`config.mk`:
```
export PLATFORM = sky130hd
export DESIGN_NAME = mtrap_irq_ctrl
export DESIGN_NICKNAME = d
export VERILOG_FILES = /design/src/rtl/mtrap_irq_ctrl.sv
export SDC_FILE = /design/constraint.sdc
export NUM_CORES = 1
export LEC_CHECK = 0
export BUFFER_PORTS_ARGS = -buffer_cell sky130_fd_sc_hd__buf_2
export CAP_MARGIN = 20
export CORE_MARGIN = 2
export CORE_UTILIZATION = 45
export CTS_CLUSTER_SIZE = 16
export DETAILED_ROUTE_END_ITERATION = 10
export GPL_TIMING_DRIVEN = 0
export PLACE_DENSITY = 0.71
export SYNTH_ARGS = -nofsm -noshare
export SYNTH_HDL_FRONTEND = slang
export SYNTH_SLANG_ARGS = --single-unit
```
`constraint.sdc`:
```
create_clock -name clk -period 2.5 [get_ports clk]
set_input_delay 0.25 -clock clk [delete_from_list [all_inputs] [get_ports clk]]
set_output_delay 0.25 -clock clk [all_outputs]
set_load 0.02 [all_outputs]
```
`src/rtl/mtrap_irq_ctrl.sv`:
```
// mtrap_irq_ctrl: mtime/mtimecmp timer, MSIP and external irq source on the data bus.
// Define MTIME_SNAPSHOT_EN to latch MTIME_HI into a shadow on every MTIME_LO read.
module mtrap_irq_ctrl #(
  parameter logic [31:0] BASE_ADR     = 32'h0000_2000,
  parameter logic [15:0] PRESCALE_RST = 16'h0000
) (
  input  logic        clk,
  input  logic        rst,
  input  logic [31:0] adr,
  input  logic [31:0] d_in,
  input  logic        mrd,
  input  logic        mwr,
  output logic [31:0] d_out,
  input  logic        ext_irq,
  output logic        machineTimerInterrupt,
  output logic        machineSoftwareInterrupt,
  output logic        machineExternalInterrupt
);

  localparam logic [2:0] OFF_MSIP  = 3'd0;
  localparam logic [2:0] OFF_CMPLO = 3'd1;
  localparam logic [2:0] OFF_CMPHI = 3'd2;
  localparam logic [2:0] OFF_MTLO  = 3'd3;
  localparam logic [2:0] OFF_MTHI  = 3'd4;
  localparam logic [2:0] OFF_EXT   = 3'd5;
  localparam logic [2:0] OFF_PRE   = 3'd6;

  logic        hit;
  logic [2:0]  off;
  logic        rd_en;
  logic        wr_en;
  logic        unused_adr;

  assign hit        = (adr[31:5] == BASE_ADR[31:5]);
  assign off        = adr[4:2];
  assign rd_en      = hit & mrd;
  assign wr_en      = hit & mwr;
  assign unused_adr = ^adr[1:0];

  logic we_msip;
  logic we_cmplo;
  logic we_cmphi;
  logic we_mtlo;
  logic we_mthi;
  logic we_ext;
  logic we_pre;

  assign we_msip  = wr_en & (off == OFF_MSIP);
  assign we_cmplo = wr_en & (off == OFF_CMPLO);
  assign we_cmphi = wr_en & (off == OFF_CMPHI);
  assign we_mtlo  = wr_en & (off == OFF_MTLO);
  assign we_mthi  = wr_en & (off == OFF_MTHI);
  assign we_ext   = wr_en & (off == OFF_EXT);
  assign we_pre   = wr_en & (off == OFF_PRE);

  logic        msip;
  logic [31:0] cmp_lo;
  logic [31:0] cmp_hi;
  logic [31:0] mtime_lo;
  logic [31:0] mtime_hi;
  logic [15:0] prescale;
  logic [15:0] pcnt;
  logic        mti;

  logic        tick;
  logic [63:0] mtime;
  logic [63:0] mtime_inc;
  logic [31:0] lo_nxt;
  logic [31:0] hi_nxt;
  logic [31:0] hi_rd;

  assign tick      = (pcnt == prescale);
  assign mtime     = {mtime_hi, mtime_lo};
  assign mtime_inc = mtime + 64'd1;

  // A write owns its half; a HI write still lets LO count, dropping its carry.
  always_comb begin
    lo_nxt = mtime_lo;
    hi_nxt = mtime_hi;
    if (tick) begin
      lo_nxt = mtime_inc[31:0];
      hi_nxt = mtime_inc[63:32];
    end
    if (we_mtlo) begin
      lo_nxt = d_in;
      hi_nxt = mtime_hi;
    end
    if (we_mthi) begin
      hi_nxt = d_in;
    end
  end

  always_ff @(posedge clk or negedge rst) begin
    if (!rst) begin
      msip     <= 1'b0;
      cmp_lo   <= 32'hFFFF_FFFF;
      cmp_hi   <= 32'hFFFF_FFFF;
      mtime_lo <= 32'h0;
      mtime_hi <= 32'h0;
      prescale <= PRESCALE_RST;
      pcnt     <= 16'h0;
      mti      <= 1'b0;
    end else begin
      if (we_msip) msip <= d_in[0];
      if (we_cmplo) cmp_lo <= d_in;
      if (we_cmphi) cmp_hi <= d_in;
      if (we_pre) prescale <= d_in[15:0];
      mtime_lo <= lo_nxt;
      mtime_hi <= hi_nxt;
      if (we_pre || tick) pcnt <= 16'h0;
      else pcnt <= pcnt + 16'd1;
      mti <= (mtime >= {cmp_hi, cmp_lo});
    end
  end

  logic sync1;
  logic sync2;
  logic sync_q;
  logic ext_rise;
  logic ext_pend;
  logic ext_en;
  logic mei;

  assign ext_rise = sync2 & ~sync_q;

  // New edge beats a same-cycle write-1-to-clear.
  always_ff @(posedge clk or negedge rst) begin
    if (!rst) begin
      sync1    <= 1'b0;
      sync2    <= 1'b0;
      sync_q   <= 1'b0;
      ext_pend <= 1'b0;
      ext_en   <= 1'b0;
      mei      <= 1'b0;
    end else begin
      sync1  <= ext_irq;
      sync2  <= sync1;
      sync_q <= sync2;
      if (ext_rise) ext_pend <= 1'b1;
      else if (we_ext && d_in[0]) ext_pend <= 1'b0;
      if (we_ext) ext_en <= d_in[1];
      mei <= ext_pend & ext_en;
    end
  end

`ifdef MTIME_SNAPSHOT_EN
  logic [31:0] mthi_shd;

  always_ff @(posedge clk or negedge rst) begin
    if (!rst) begin
      mthi_shd <= 32'h0;
    end else if (rd_en && (off == OFF_MTLO)) begin
      mthi_shd <= mtime_hi;
    end
  end

  assign hi_rd = mthi_shd;
`else
  assign hi_rd = mtime_hi;
`endif

  always_comb begin
    d_out = 32'h0;
    if (rd_en) begin
      unique case (off)
        OFF_MSIP:  d_out = {31'h0, msip};
        OFF_CMPLO: d_out = cmp_lo;
        OFF_CMPHI: d_out = cmp_hi;
        OFF_MTLO:  d_out = mtime_lo;
        OFF_MTHI:  d_out = hi_rd;
        OFF_EXT:   d_out = {30'h0, ext_en, ext_pend};
        OFF_PRE:   d_out = {16'h0, prescale};
        default:   d_out = 32'h0;
      endcase
    end
  end

  assign machineTimerInterrupt    = mti;
  assign machineSoftwareInterrupt = msip;
  assign machineExternalInterrupt = mei;

endmodule

```
==> summary.md <==
| Metric | Value |
|---|---|
| Clock transition at path regs | `0.07 ns` |
| Final hold vios | `0` |
| Cells after Synth | `1,257` |
| FF+latch count, synth | `~170` |
| Drt drc | `0` |
| CP Buf/Inv Count | `2` |
| Final Cycle Share | `1.07` |
| Place WS | `-1.13 ns` |
| Stages on worst setup path | `8` |
| CP Class | `register to register` |
| Final setup viols | `27` |
| Largest family of logic cells by synthesized area | `simple AND/OR/NAND/NOR gates` |
| Largest fanout on the critical path | `6` |
| Most frequent cells in the layout | `169 x nand2_1, 110 x buf_2, 100 x nor2_1` |
| Final min period | `2.67 ns` |
| Pwr Density | `~430 mW/mm^2` |
| Final core occ | `0.572` |
| Layout Cells excl Fill | `approximately 1,800` |
| Num CTS Buffers | `17` |
| Total power | `5.89 mW` |
| HP Class | `input pin to register` |
| FP Rows | `57` |
| Total Routing Usage GR | `0.300` |
| Die Footprint | `0.0257 mm^2` |
| PnR worst setup slack | `-0.170 ns` |
| CTS tree | `yes` |
| Worst EP required | `approximately 2.9 ns` |
| Routed len/inst | `22.1 um` |
| Worst r2r src | `mtime_lo[9]` |
| Initial DRC Count | `around 1,200` |
| Crit path largest cell delay | `roughly 0.48 ns` |
| Number of synthesized flops with an enable pin | `0` |
| # IOs | `104` |
| Clk sink count | `168` |
| Failing checks | `negative setup slack` |
| Final Hold Slack | `0.0634 ns` |
| Initial antenna violation count | `0` |
| CTS Buffer Depth | `2` |
| Antenna diodes | `0` |
| Synth Area in XOR/XNOR | `0.0413` |
| DP Area | `roughly 0.012 mm^2` |
| Reg-to-Reg End | `hi_rd[4]` |
| Worst setup EP type | `register` |
| TritonRoute pass-1 iters | `6` |
| Clock latency on the worst-skew pair | `~0.44 ns` |
| Worst slew pin tran | `1.12 ns` |
| Final Slew Violations | `0` |
| Reg2reg path depth | `8` |
| Vias in the first global route | `10,600` |
| Top FF cell, synth | `dfrtp_1` |
| Die Wd | `160 um` |
| CP Capture Point | `hi_rd[4]` |
| Async set or reset register ratio after synthesis | `1.00` |
| Post-Syn Area | `0.0110 mm^2` |
| Status | `complete, but fails checks` |
| Die Y | `160 um` |
| MaxCap Viol Count | `0` |
| Antenna viol nets, final | `0` |
| Setup TNS | `-1.88 ns` |
| VDD IR-drop max | `~0.00037 V` |
| Initial Util | `0.456` |
| Largest net degree at the start of global routing | `roughly 110` |
| # H-tree levels | `4` |
| Via-per-instance ratio | `6.15` |
| Clk_skew | `0.0136 ns` |
| Yosys cell types | `58` |
| Adder-cell area share of the yosys netlist | `0.0750` |
| Post-Synth Simple-Gate Area | `0.221` |
| Fillers | `2,082` |
| Flop2flop setup slack | `-0.17 ns` |
| Via count | `10,900` |
| Lkg Pwr | `6.14 nW` |
| Commonest non-fill, non-tap cell in the layout | `nand2_1` |
| Hold Startpoint | `d_in[30]` |
| Compound-Gate Fraction of Synth Area | `0.131` |
| Clk root buf | `clkbuf_16` |
| Crit-path cells | `and4_1 > nand4_1 > buf_6 > or4_4 > or4_4 > buf_6 > or4_1 > a31oi_1` |
| Nets | `1,577` |
| Crit-path leading delay family | `simple AND/OR/NAND/NOR gates` |
| Worst path arrival time | `3.03 ns` |
| First-pass GRT wire length | `59,800 um` |
| Final instance area | `0.0138 mm^2` |
| GP Congestion | `0.933` |
| Area growth syn-to-layout | `25.6%` |
| Congestion Overflow GR | `0` |
| Seq/Total Area, Yosys | `0.389` |
| RSZ-0062 raised after global routing | `true` |
| Startpoint Class | `register` |
| Max Freq | `around 370 MHz` |
| Layout cell share with drive strength beyond 1 | `0.309` |
| Slowest stage cell, crit path | `or4_4` |
| Syn nets | `around 1,400` |
| Port buffer count | `99` |
| Hpwl dp | `27,100 um` |
| Routed WL | `39,200 um` |
| Max_slew headroom | `0.250` |
| Synthesis Warnings | `0` |
| Critical Path Source | `mtime_lo[9]` |
| Core box area | `0.0242 mm^2` |
| Multiplexer share of the synthesized area | `0.0935` |
| Syn avg cell area | `8.76 um^2` |
| Cells after DPL | `around 1,700` |
[worst register-to-register path, cell delays in order, from the launching register on]
cell,delay (ns)
dfrtp_2,0.39
and4_1,0.22
nand4_1,0.15
buf_6,0.17
or4_4,0.48
or4_4,0.46
buf_6,0.15
or4_1,0.39
a31oi_1,0.18
[what timing repair did]
item,in CTS,in global routing
buffers inserted,53,13
resized for setup,113,94
endpoints found under the setup margin,184,154
pin swaps,17,37
hold buffers,2,0
endpoints found under the hold margin,44,0
cloned,0,1
[worst min-delay path by stage]
stage                 endpoint  slack, ns  cells after the start
finish              cmp_hi[30]       0.06                      3
global route        cmp_hi[30]       0.08                      3
CTS                 cmp_hi[30]       0.07                      3
detailed placement     pcnt[0]       0.21                      1
global placement         sync2       0.33                      0
floorplan               ext_en      -0.05                      0
[sequential cells by signal, indices dropped and copies added, names as in the netlist]
| signal | flops |
|---|---|
| prescale | 16 |
| sync1 | 1 |
| ext_en | 1 |
| ext_pend | 1 |
| cmp_lo | 32 |
| mtime_lo | 32 |
| sync2 | 1 |
| sync_q | 1 |
| machineTimerInterrupt | 1 |
| machineSoftwareInterrupt | 1 |
| cmp_hi | 32 |
| pcnt | 16 |
| machineExternalInterrupt | 1 |
| hi_rd | 32 |
[cell type report]
type / count / area, um^2 / share of cell area
plain buffers: 63 / 354 / 0.0256
well taps: 324 / 405 / 0.0293
multi-input cells: 946 / 6730 / 0.486
clock buffers: 24 / 452 / 0.0327
repair buffers: 169 / 1140 / 0.0824
inverters: 77 / 293 / 0.0212
flip-flops and latches: 168 / 4310 / 0.312
clock inverters: 8 / 149 / 0.0108
[metal layers]
layer  wire length, um  GRT usage  up-vias  part of all wire
li1                  -          -     4847                 -
met1             15300      0.383     5306              0.39
met2             18100      0.485      632              0.46
met3              3820     0.0643      156             0.097
met4              2060      0.149        0             0.052
met5                 0          0        -                 0
[cell usage after synthesis (5+ instances only)]
cell,count,area share
a21o_1,8,0.0055
a21oi_1,62,0.028
a221oi_1,21,0.017
a22oi_1,19,0.013
and2_1,19,0.011
and3_1,15,0.0085
and4_1,8,0.0064
buf_1,8,0.0027
buf_2,9,0.0041
clkbuf_1,49,0.017
dfrtp_1,104,0.24
dfstp_2,64,0.15
ha_1,66,0.075
inv_1,77,0.026
mux2_2,55,0.056
mux2i_1,41,0.037
nand2_1,172,0.059
nand2b_1,5,0.0028
nand3_1,47,0.021
nand4_1,26,0.015
nor2_1,103,0.035
nor3_1,30,0.014
nor4_1,33,0.019
o21ai_0,83,0.038
o311a_1,9,0.0082
or3_1,9,0.0051
or4_1,7,0.0048
xnor2_1,30,0.024
xor2_1,22,0.017
[cells by family (layout without fill, tap and decap cells)]
family	count (synthesis)	after routing
and+or+nand+nor	500	500
AOI/OAI and AO/OA	232	232
DFF	168	168
buffers and inverters	143	341
muxes	96	96
adders and majority gates	66	66
xor gates and xnor gates	52	52
[power by group]
| part | internal, mW | switching, mW | leakage [nW] |
|---|---|---|---|
| sequential | 2.73 | 0.00529 | 1.98 |
| clock | 1.67 | 1.13 | 0.283 |
| combinational | 0.112 | 0.237 | 3.88 |
| total | 4.52 | 1.38 | 6.14 |
Power figures use the tool's default switching activity.
